<file path="src/rtl/video_filter_ctrl.sv">
// Frame sequencer routing AXI4-Stream video through the greyscale filter or a 1-cycle bypass register.
// Latency 1 on both paths; filter held to one beat in flight; define VFC_FRAME_STATS_EN for frame/drop counters.
module video_filter_ctrl #(
  parameter int DATA_W = 24,
  parameter int DIM_W  = 12
) (
  input  logic              aclk,
  input  logic              aresetn,
  input  logic              cfg_filter_en,
  input  logic [DIM_W-1:0]  cfg_active_cols,
  input  logic [DIM_W-1:0]  cfg_active_lines,
  input  logic [DATA_W-1:0] s_axis_video_tdata,
  input  logic              s_axis_video_tvalid,
  input  logic              s_axis_video_tlast,
  input  logic              s_axis_video_tuser,
  output logic              s_axis_video_tready,
  output logic [DATA_W-1:0] flt_tdata,
  output logic              flt_tvalid,
  output logic              flt_tlast,
  output logic              flt_tuser,
  input  logic              flt_tready,
  input  logic [DATA_W-1:0] flt_res_tdata,
  input  logic              flt_res_tvalid,
  input  logic              flt_res_tlast,
  input  logic              flt_res_tuser,
  output logic              flt_res_tready,
  output logic [DATA_W-1:0] m_axis_video_tdata,
  output logic              m_axis_video_tvalid,
  output logic              m_axis_video_tlast,
  output logic              m_axis_video_tuser,
  input  logic              m_axis_video_tready,
  output logic              mode_active,
  output logic              busy,
  output logic              sts_err_eol_early,
  output logic              sts_err_eol_late,
  output logic              sts_err_sof_early,
  input  logic              sts_clr,
  output logic [15:0]       frame_cnt,
  output logic [15:0]       drop_cnt
);

  typedef enum logic [1:0] {
    ST_IDLE  = 2'd0,
    ST_RUN   = 2'd1,
    ST_DRAIN = 2'd2
  } state_t;

  state_t            r_state;
  state_t            w_state_nxt;
  logic              r_live;
  logic              r_mode;
  logic              r_outstanding;
  logic [DIM_W-1:0]  r_col;
  logic [DIM_W-1:0]  r_line;
  logic              r_byp_vld;
  logic [DATA_W-1:0] r_byp_dat;
  logic              r_byp_last;
  logic              r_byp_user;
  logic              r_err_early;
  logic              r_err_late;
  logic              r_err_sof;

  logic [DIM_W-1:0]  w_cols_m1;
  logic [DIM_W-1:0]  w_lines_m1;
  logic [DIM_W-1:0]  w_col_cur;
  logic [DIM_W-1:0]  w_line_cur;
  logic [DIM_W-1:0]  w_col_nxt;
  logic [DIM_W-1:0]  w_line_nxt;
  logic              w_mode_eff;
  logic              w_res_hs;
  logic              w_flt_ok;
  logic              w_byp_take;
  logic              w_byp_ok;
  logic              w_route_ok;
  logic              w_s_rdy;
  logic              w_route;
  logic              w_fwd;
  logic              w_byp_load;
  logic              w_drop;
  logic              w_frame_done;
  logic              w_set_early;
  logic              w_set_late;
  logic              w_set_sof;

  // Zero-sized geometry is illegal and behaves as a size of one.
  assign w_cols_m1  = (cfg_active_cols  == '0) ? '0 : cfg_active_cols  - DIM_W'(1);
  assign w_lines_m1 = (cfg_active_lines == '0) ? '0 : cfg_active_lines - DIM_W'(1);

  // The SOF beat is routed in the IDLE cycle, before r_mode has been latched.
  assign w_mode_eff = (r_state == ST_IDLE) ? cfg_filter_en : r_mode;
  assign w_col_cur  = (r_state == ST_IDLE) ? '0 : r_col;
  assign w_line_cur = (r_state == ST_IDLE) ? '0 : r_line;

  assign flt_res_tready = r_mode & m_axis_video_tready;
  assign w_res_hs       = flt_res_tvalid & flt_res_tready;
  assign w_flt_ok       = flt_tready & (~r_outstanding | w_res_hs);
  assign w_byp_take     = r_byp_vld & ~r_mode & m_axis_video_tready;
  assign w_byp_ok       = ~r_byp_vld | w_byp_take;
  assign w_route_ok     = w_mode_eff ? w_flt_ok : w_byp_ok;

  always_comb begin
    w_state_nxt  = r_state;
    w_s_rdy      = 1'b0;
    w_route      = 1'b0;
    w_drop       = 1'b0;
    w_frame_done = 1'b0;
    w_col_nxt    = r_col;
    w_line_nxt   = r_line;
    w_set_early  = 1'b0;
    w_set_late   = 1'b0;
    w_set_sof    = 1'b0;
    case (r_state)
      ST_IDLE: begin
        w_s_rdy = s_axis_video_tuser ? (r_live & w_route_ok) : r_live;
        if (s_axis_video_tvalid && w_s_rdy) begin
          if (s_axis_video_tuser) begin
            w_route = 1'b1;
          end else begin
            w_drop = 1'b1;
          end
        end
      end
      ST_RUN: begin
        // A premature SOF is left on the bus and picked up again from IDLE.
        if (s_axis_video_tvalid && s_axis_video_tuser) begin
          w_set_sof   = 1'b1;
          w_state_nxt = ST_DRAIN;
        end else begin
          w_s_rdy = w_route_ok;
          w_route = s_axis_video_tvalid & w_route_ok;
        end
      end
      ST_DRAIN: begin
        if (!r_outstanding && !r_byp_vld) begin
          w_state_nxt  = ST_IDLE;
          w_frame_done = 1'b1;
        end
      end
      default: begin
        w_state_nxt = ST_IDLE;
      end
    endcase

    if (w_route) begin
      w_state_nxt = ST_RUN;
      w_line_nxt  = w_line_cur;
      if (s_axis_video_tlast) begin
        w_set_early = (w_col_cur < w_cols_m1);
        w_col_nxt   = '0;
        if (w_line_cur == w_lines_m1) begin
          w_state_nxt = ST_DRAIN;
        end else begin
          w_line_nxt = w_line_cur + DIM_W'(1);
        end
      end else begin
        w_set_late = (w_col_cur == w_cols_m1);
        w_col_nxt  = (&w_col_cur) ? w_col_cur : w_col_cur + DIM_W'(1);
      end
    end
  end

  assign w_fwd      = w_route & w_mode_eff;
  assign w_byp_load = w_route & ~w_mode_eff;

  assign s_axis_video_tready = w_s_rdy;
  assign flt_tvalid          = w_fwd;
  assign flt_tdata           = w_fwd ? s_axis_video_tdata : '0;
  assign flt_tlast           = w_fwd & s_axis_video_tlast;
  assign flt_tuser           = w_fwd & s_axis_video_tuser;

  assign m_axis_video_tvalid = r_mode ? flt_res_tvalid : r_byp_vld;
  assign m_axis_video_tdata  = r_mode ? flt_res_tdata  : r_byp_dat;
  assign m_axis_video_tlast  = r_mode ? flt_res_tlast  : r_byp_last;
  assign m_axis_video_tuser  = r_mode ? flt_res_tuser  : r_byp_user;

  assign mode_active       = r_mode;
  assign busy              = (r_state != ST_IDLE);
  assign sts_err_eol_early = r_err_early;
  assign sts_err_eol_late  = r_err_late;
  assign sts_err_sof_early = r_err_sof;

  always_ff @(posedge aclk or negedge aresetn) begin
    if (!aresetn) begin
      r_state <= ST_IDLE;
      r_live  <= 1'b0;
      r_mode  <= 1'b0;
      r_col   <= '0;
      r_line  <= '0;
    end else begin
      r_state <= w_state_nxt;
      r_live  <= 1'b1;
      r_col   <= w_col_nxt;
      r_line  <= w_line_nxt;
      if (r_state == ST_IDLE && w_route) begin
        r_mode <= cfg_filter_en;
      end
    end
  end

  always_ff @(posedge aclk or negedge aresetn) begin
    if (!aresetn) begin
      r_outstanding <= 1'b0;
    end else begin
      case ({w_fwd, w_res_hs})
        2'b10:   r_outstanding <= 1'b1;
        2'b01:   r_outstanding <= 1'b0;
        default: r_outstanding <= r_outstanding;
      endcase
    end
  end

  always_ff @(posedge aclk or negedge aresetn) begin
    if (!aresetn) begin
      r_byp_vld  <= 1'b0;
      r_byp_dat  <= '0;
      r_byp_last <= 1'b0;
      r_byp_user <= 1'b0;
    end else if (w_byp_load) begin
      r_byp_vld  <= 1'b1;
      r_byp_dat  <= s_axis_video_tdata;
      r_byp_last <= s_axis_video_tlast;
      r_byp_user <= s_axis_video_tuser;
    end else if (w_byp_take) begin
      r_byp_vld <= 1'b0;
    end
  end

  // A new error outranks a clear arriving in the same cycle.
  always_ff @(posedge aclk or negedge aresetn) begin
    if (!aresetn) begin
      r_err_early <= 1'b0;
      r_err_late  <= 1'b0;
      r_err_sof   <= 1'b0;
    end else begin
      if (w_set_early) begin
        r_err_early <= 1'b1;
      end else if (sts_clr) begin
        r_err_early <= 1'b0;
      end
      if (w_set_late) begin
        r_err_late <= 1'b1;
      end else if (sts_clr) begin
        r_err_late <= 1'b0;
      end
      if (w_set_sof) begin
        r_err_sof <= 1'b1;
      end else if (sts_clr) begin
        r_err_sof <= 1'b0;
      end
    end
  end

`ifdef VFC_FRAME_STATS_EN
  logic [15:0] r_frame_cnt;
  logic [15:0] r_drop_cnt;

  always_ff @(posedge aclk or negedge aresetn) begin
    if (!aresetn) begin
      r_frame_cnt <= '0;
      r_drop_cnt  <= '0;
    end else begin
      if (sts_clr) begin
        r_frame_cnt <= {15'd0, w_frame_done};
        r_drop_cnt  <= {15'd0, w_drop};
      end else begin
        if (w_frame_done) begin
          r_frame_cnt <= r_frame_cnt + 16'd1;
        end
        if (w_drop) begin
          r_drop_cnt <= r_drop_cnt + 16'd1;
        end
      end
    end
  end

  assign frame_cnt = r_frame_cnt;
  assign drop_cnt  = r_drop_cnt;
`else
  logic w_unused_stats;
  assign w_unused_stats = w_drop ^ w_frame_done;
  assign frame_cnt      = '0;
  assign drop_cnt       = '0;
`endif

endmodule

</file>
<file path="config.mk">
export PLATFORM = sky130hd
export DESIGN_NAME = video_filter_ctrl
export DESIGN_NICKNAME = d
export VERILOG_FILES = /design/src/rtl/video_filter_ctrl.sv
export SDC_FILE = /design/constraint.sdc
export NUM_CORES = 1
export LEC_CHECK = 0
export CORE_MARGIN = 2
export CORE_UTILIZATION = 25
export CTS_CLUSTER_DIAMETER = 40
export CTS_CLUSTER_SIZE = 30
export DETAILED_ROUTE_END_ITERATION = 10
export GPL_TIMING_DRIVEN = 0
export PLACE_DENSITY = 0.6
export SLEW_MARGIN = 30
export SYNTH_ARGS = -nofsm -noshare
export SYNTH_HDL_FRONTEND = slang
export SYNTH_SLANG_ARGS = --single-unit
</file>
<file path="constraint.sdc">
create_clock -name aclk -period 8.75 [get_ports aclk]
set_input_delay 1.75 -clock aclk [delete_from_list [all_inputs] [get_ports aclk]]
set_output_delay 1.75 -clock aclk [all_outputs]
set_load 0.005 [all_outputs]
</file>
==> results_dict.tcl <==
set metrics [dict create \
    ys_ff_latch 59 \
    setup_viol 0 \
    critical_path_class "in -> out" \
    core_um2 18600 \
    placementRows 50 \
    synth_xor_area_share_pct 5.04 \
    min_delay_worst_endpoint "r_byp_last" \
    yosys.area_share.simple_pct 23.0 \
    ys_types 61 \
    nets 815 \
    area_delta_synth_final_pct 45.9 \
    final_common_cell "clkdlybuf4s50_1" \
    synth_seq_area_share_pct 31.5 \
    p_comb_share_pct 48.9 \
    layout_common_cells "clkdlybuf4s50_1, dfrtp_1, nand2_1, mux2_2, and2_1" \
    drt-initial-drc-count 171 \
    synth_area_per_cell_um2 8.90 \
    synth-compound-area-share_pct 12.8 \
    floorplan.initialDensity_pct 25.2 \
    r2r_start "r_state[1]" \
    grt_first_pass_wirelength_mm 22.3 \
    vdd_drop_max_mv 0.124 \
    hold_depth 2 \
    grt_setup_unrepaired "no" \
    wl_per_cell_um 14.3 \
    async_reset_ff_share_pct 100 \
    clk_latency_ps 330 \
    antenna_found_initial 0 \
    synth-edff-count 0 \
    fp.dieH_um 141 \
    p_sw_share_pct 33.1 \
    place_congestion 0.796 \
    fin_crit_ps 6270 \
    setup_tns_ps 0 \
    cts_setup_buffers 0 \
    slew_headroom_pct 47.6 \
    cts.sinks 59 \
    routed_via_density 4.64 \
    status "finished, final reports clean" \
    p_seq_share_pct 28.2 \
    p_sw_mw 0.495 \
    final-seq-area_um2 1480 \
    fin_cells 951 \
    cts_root_buffer "clkbuf_16" \
    synthAdderAreaFrac_pct 4.80 \
    finalHoldViolations 0 \
    startpoint_type "input port" \
    cp_max_fo 10 \
    cp.arrival_ps 4520 \
    dp_cells 936 \
    max_slew.worst_pin.slew_ps 780 \
    slew_viol_final 0 \
    dr.pass1.iters 5 \
    ff2ff_path_depth 12 \
    yosys_most_used_dff "dfrtp_1" \
    cellInternalPower_mw 1.00 \
    grt_pass1_vias 4323 \
    grt_max_degree 47 \
    rr_endpoint "r_col[2]" \
    chipWidth_um 141 \
    die_area_um2 19900 \
    cts_buffers 9 \
    io_pins 177 \
    p_leak_nw 2.92 \
    synth_mux_area_share_pct 14.0 \
    holdCritPathClass "reg -> reg" \
    ys_warn_count 0 \
    routed_wl_mm 13.6 \
    worstHoldStart "r_byp_last" \
    diodes 0 \
    powerDensity_nw_per_um2 218 \
    hold_buffers 0 \
    r2r_setup_slack_ps 4990 \
    route.detailed.drc 0 \
    cts_resized 0 \
    final.fill_count 1904 \
    multi_input_area_um2 2930 \
    power_frac_clock_pct 22.9 \
    synthesis.area_um2 4690 \
    tritoncts "built" \
    cts_max_level 3 \
    clk_path_buf_depth 2 \
    synth_cells 527 \
    fin_skew_ps 8.28 \
    required_ps 7000 \
    clk_pin_slew_ps 50 \
    drv_cap 0 \
    grt.overflow.total 0 \
    postRouteAntennaNets 0 \
    period_share_pct 71.6 \
    max_freq_mhz 160 \
    vias 4408 \
    io_buffers 143 \
    layout-drive-gt1-share_pct 15.9 \
    endpoint_kind "output pin" \
    synth_top_family_by_area "simple AND/OR/NAND/NOR gates" \
    grt_usage_pct 13.9 \
    dp_hpwl_mm 10.5 \
]
## per-stage QoR
stage	cell area, µm²	power [mW]	util, %	hold slack, ps	setup slack [ps]
2_1_floorplan	4810	0.805	-	446	3940
3_3_place_gp	6530	1.15	35.2	466	2450
3_5_place_dp	6560	1.16	35.3	475	2460
4_1_cts	6850	1.52	36.8	487	2430
5_1_grt	6850	1.61	36.8	523	2170
6_report	6850	1.50	36.8	490	2480
## flip-flops by register name (all words and copies together) (netlist names)
signal and cells:
sts_err_sof_early 1, mode_active 1, r_line 12, sts_err_eol_early 1, r_col 12, r_outstanding 1
r_byp_dat 24, r_byp_vld 1, sts_err_eol_late 1, r_byp_user 1, r_byp_last 1, r_live 1
r_state 2
## power groups by stage
stage	Sequential, mW	Combinational (mW)	Clock [mW]
floorplan	0.404	0.400	0
global placement	0.422	0.729	0
detailed placement	0.425	0.736	0
CTS	0.422	0.742	0.352
global route	0.434	0.804	0.367
finish	0.422	0.731	0.342
## layer usage
layer  up-vias  part of all wire, %  GRT usage (%)
met5         -                    0              0
met4         0                 0.97           4.42
met3         9                  8.2           3.97
met2       169                   45           22.1
met1      2038                   46           18.3
li1       2192                    -              -
## how the worst max path moves through the flow
stage                             start   endpoint  slack [ps]  cells after the start
floorplan                 cfg_filter_en  flt_tlast        3940                      7
global placement    m_axis_video_tready  flt_tlast        2450                     10
detailed placement  m_axis_video_tready  flt_tlast        2460                     10
CTS                 m_axis_video_tready  flt_tlast        2430                     10
global route        m_axis_video_tready  flt_tlast        2170                     10
finish              m_axis_video_tready  flt_tlast        2480                     10
## cell usage after synthesis, types with 4 or more instances
cell type	instances	area [µm²]
mux2i_1	6	60.1
nor2b_1	4	25.0
nand2_1	53	199
mux2_2	53	597
a31oi_1	4	25.0
inv_1	19	71.3
o22ai_1	5	31.3
nand3_1	15	75.1
nor3_1	12	60.1
xnor2_1	10	87.6
or4_1	5	37.5
ha_1	18	225
nor3b_1	6	45.0
clkbuf_1	14	52.6
a21o_1	6	45.0
and2_1	39	244
nand4_1	11	68.8
xor2_1	17	149
o31ai_1	5	37.5
buf_2	5	25.0
and3_1	8	50.1
dfrtp_1	59	1480
a21oi_1	9	45.0
nor2_1	21	78.8
o21ai_0	25	125
buf_4	32	240
nand2b_1	6	37.5
nor4_1	12	75.1
## critical path, cell delays in order
cell and delay (ps):
clkdlybuf4s50_1 540, inv_1 50, o21ai_0 220, mux2_2 280
and3_1 160, clkbuf_1 310, clkbuf_1 420, inv_1 120
nor2_1 130, clkdlybuf4s50_1 530
## area by class of cell
| cell class | instances | area share, % |
|---|---|---|
| multi-input cells | 426 | 42.8 |
| flip-flops and latches | 59 | 21.6 |
| repair buffers | 144 | 21.3 |
| plain buffers | 54 | 4.92 |
| well taps | 234 | 4.28 |
| clock buffers | 9 | 3.29 |
| inverters | 19 | 1.04 |
| clock inverters | 6 | 0.841 |
## cells by family (layout without fill, tap and decap cells)
logic type	count (synthesis)	in the layout
AO/OA/AOI/OAI	86	86
adder cells (fa/ha/maj)	18	18
buffers and inverters	73	232
multiplexers	59	59
XOR/XNOR	27	27
other	2	33
flip-flops	59	59
AND/OR/NAND/NOR	203	203
Power figures use the tool's default switching activity.
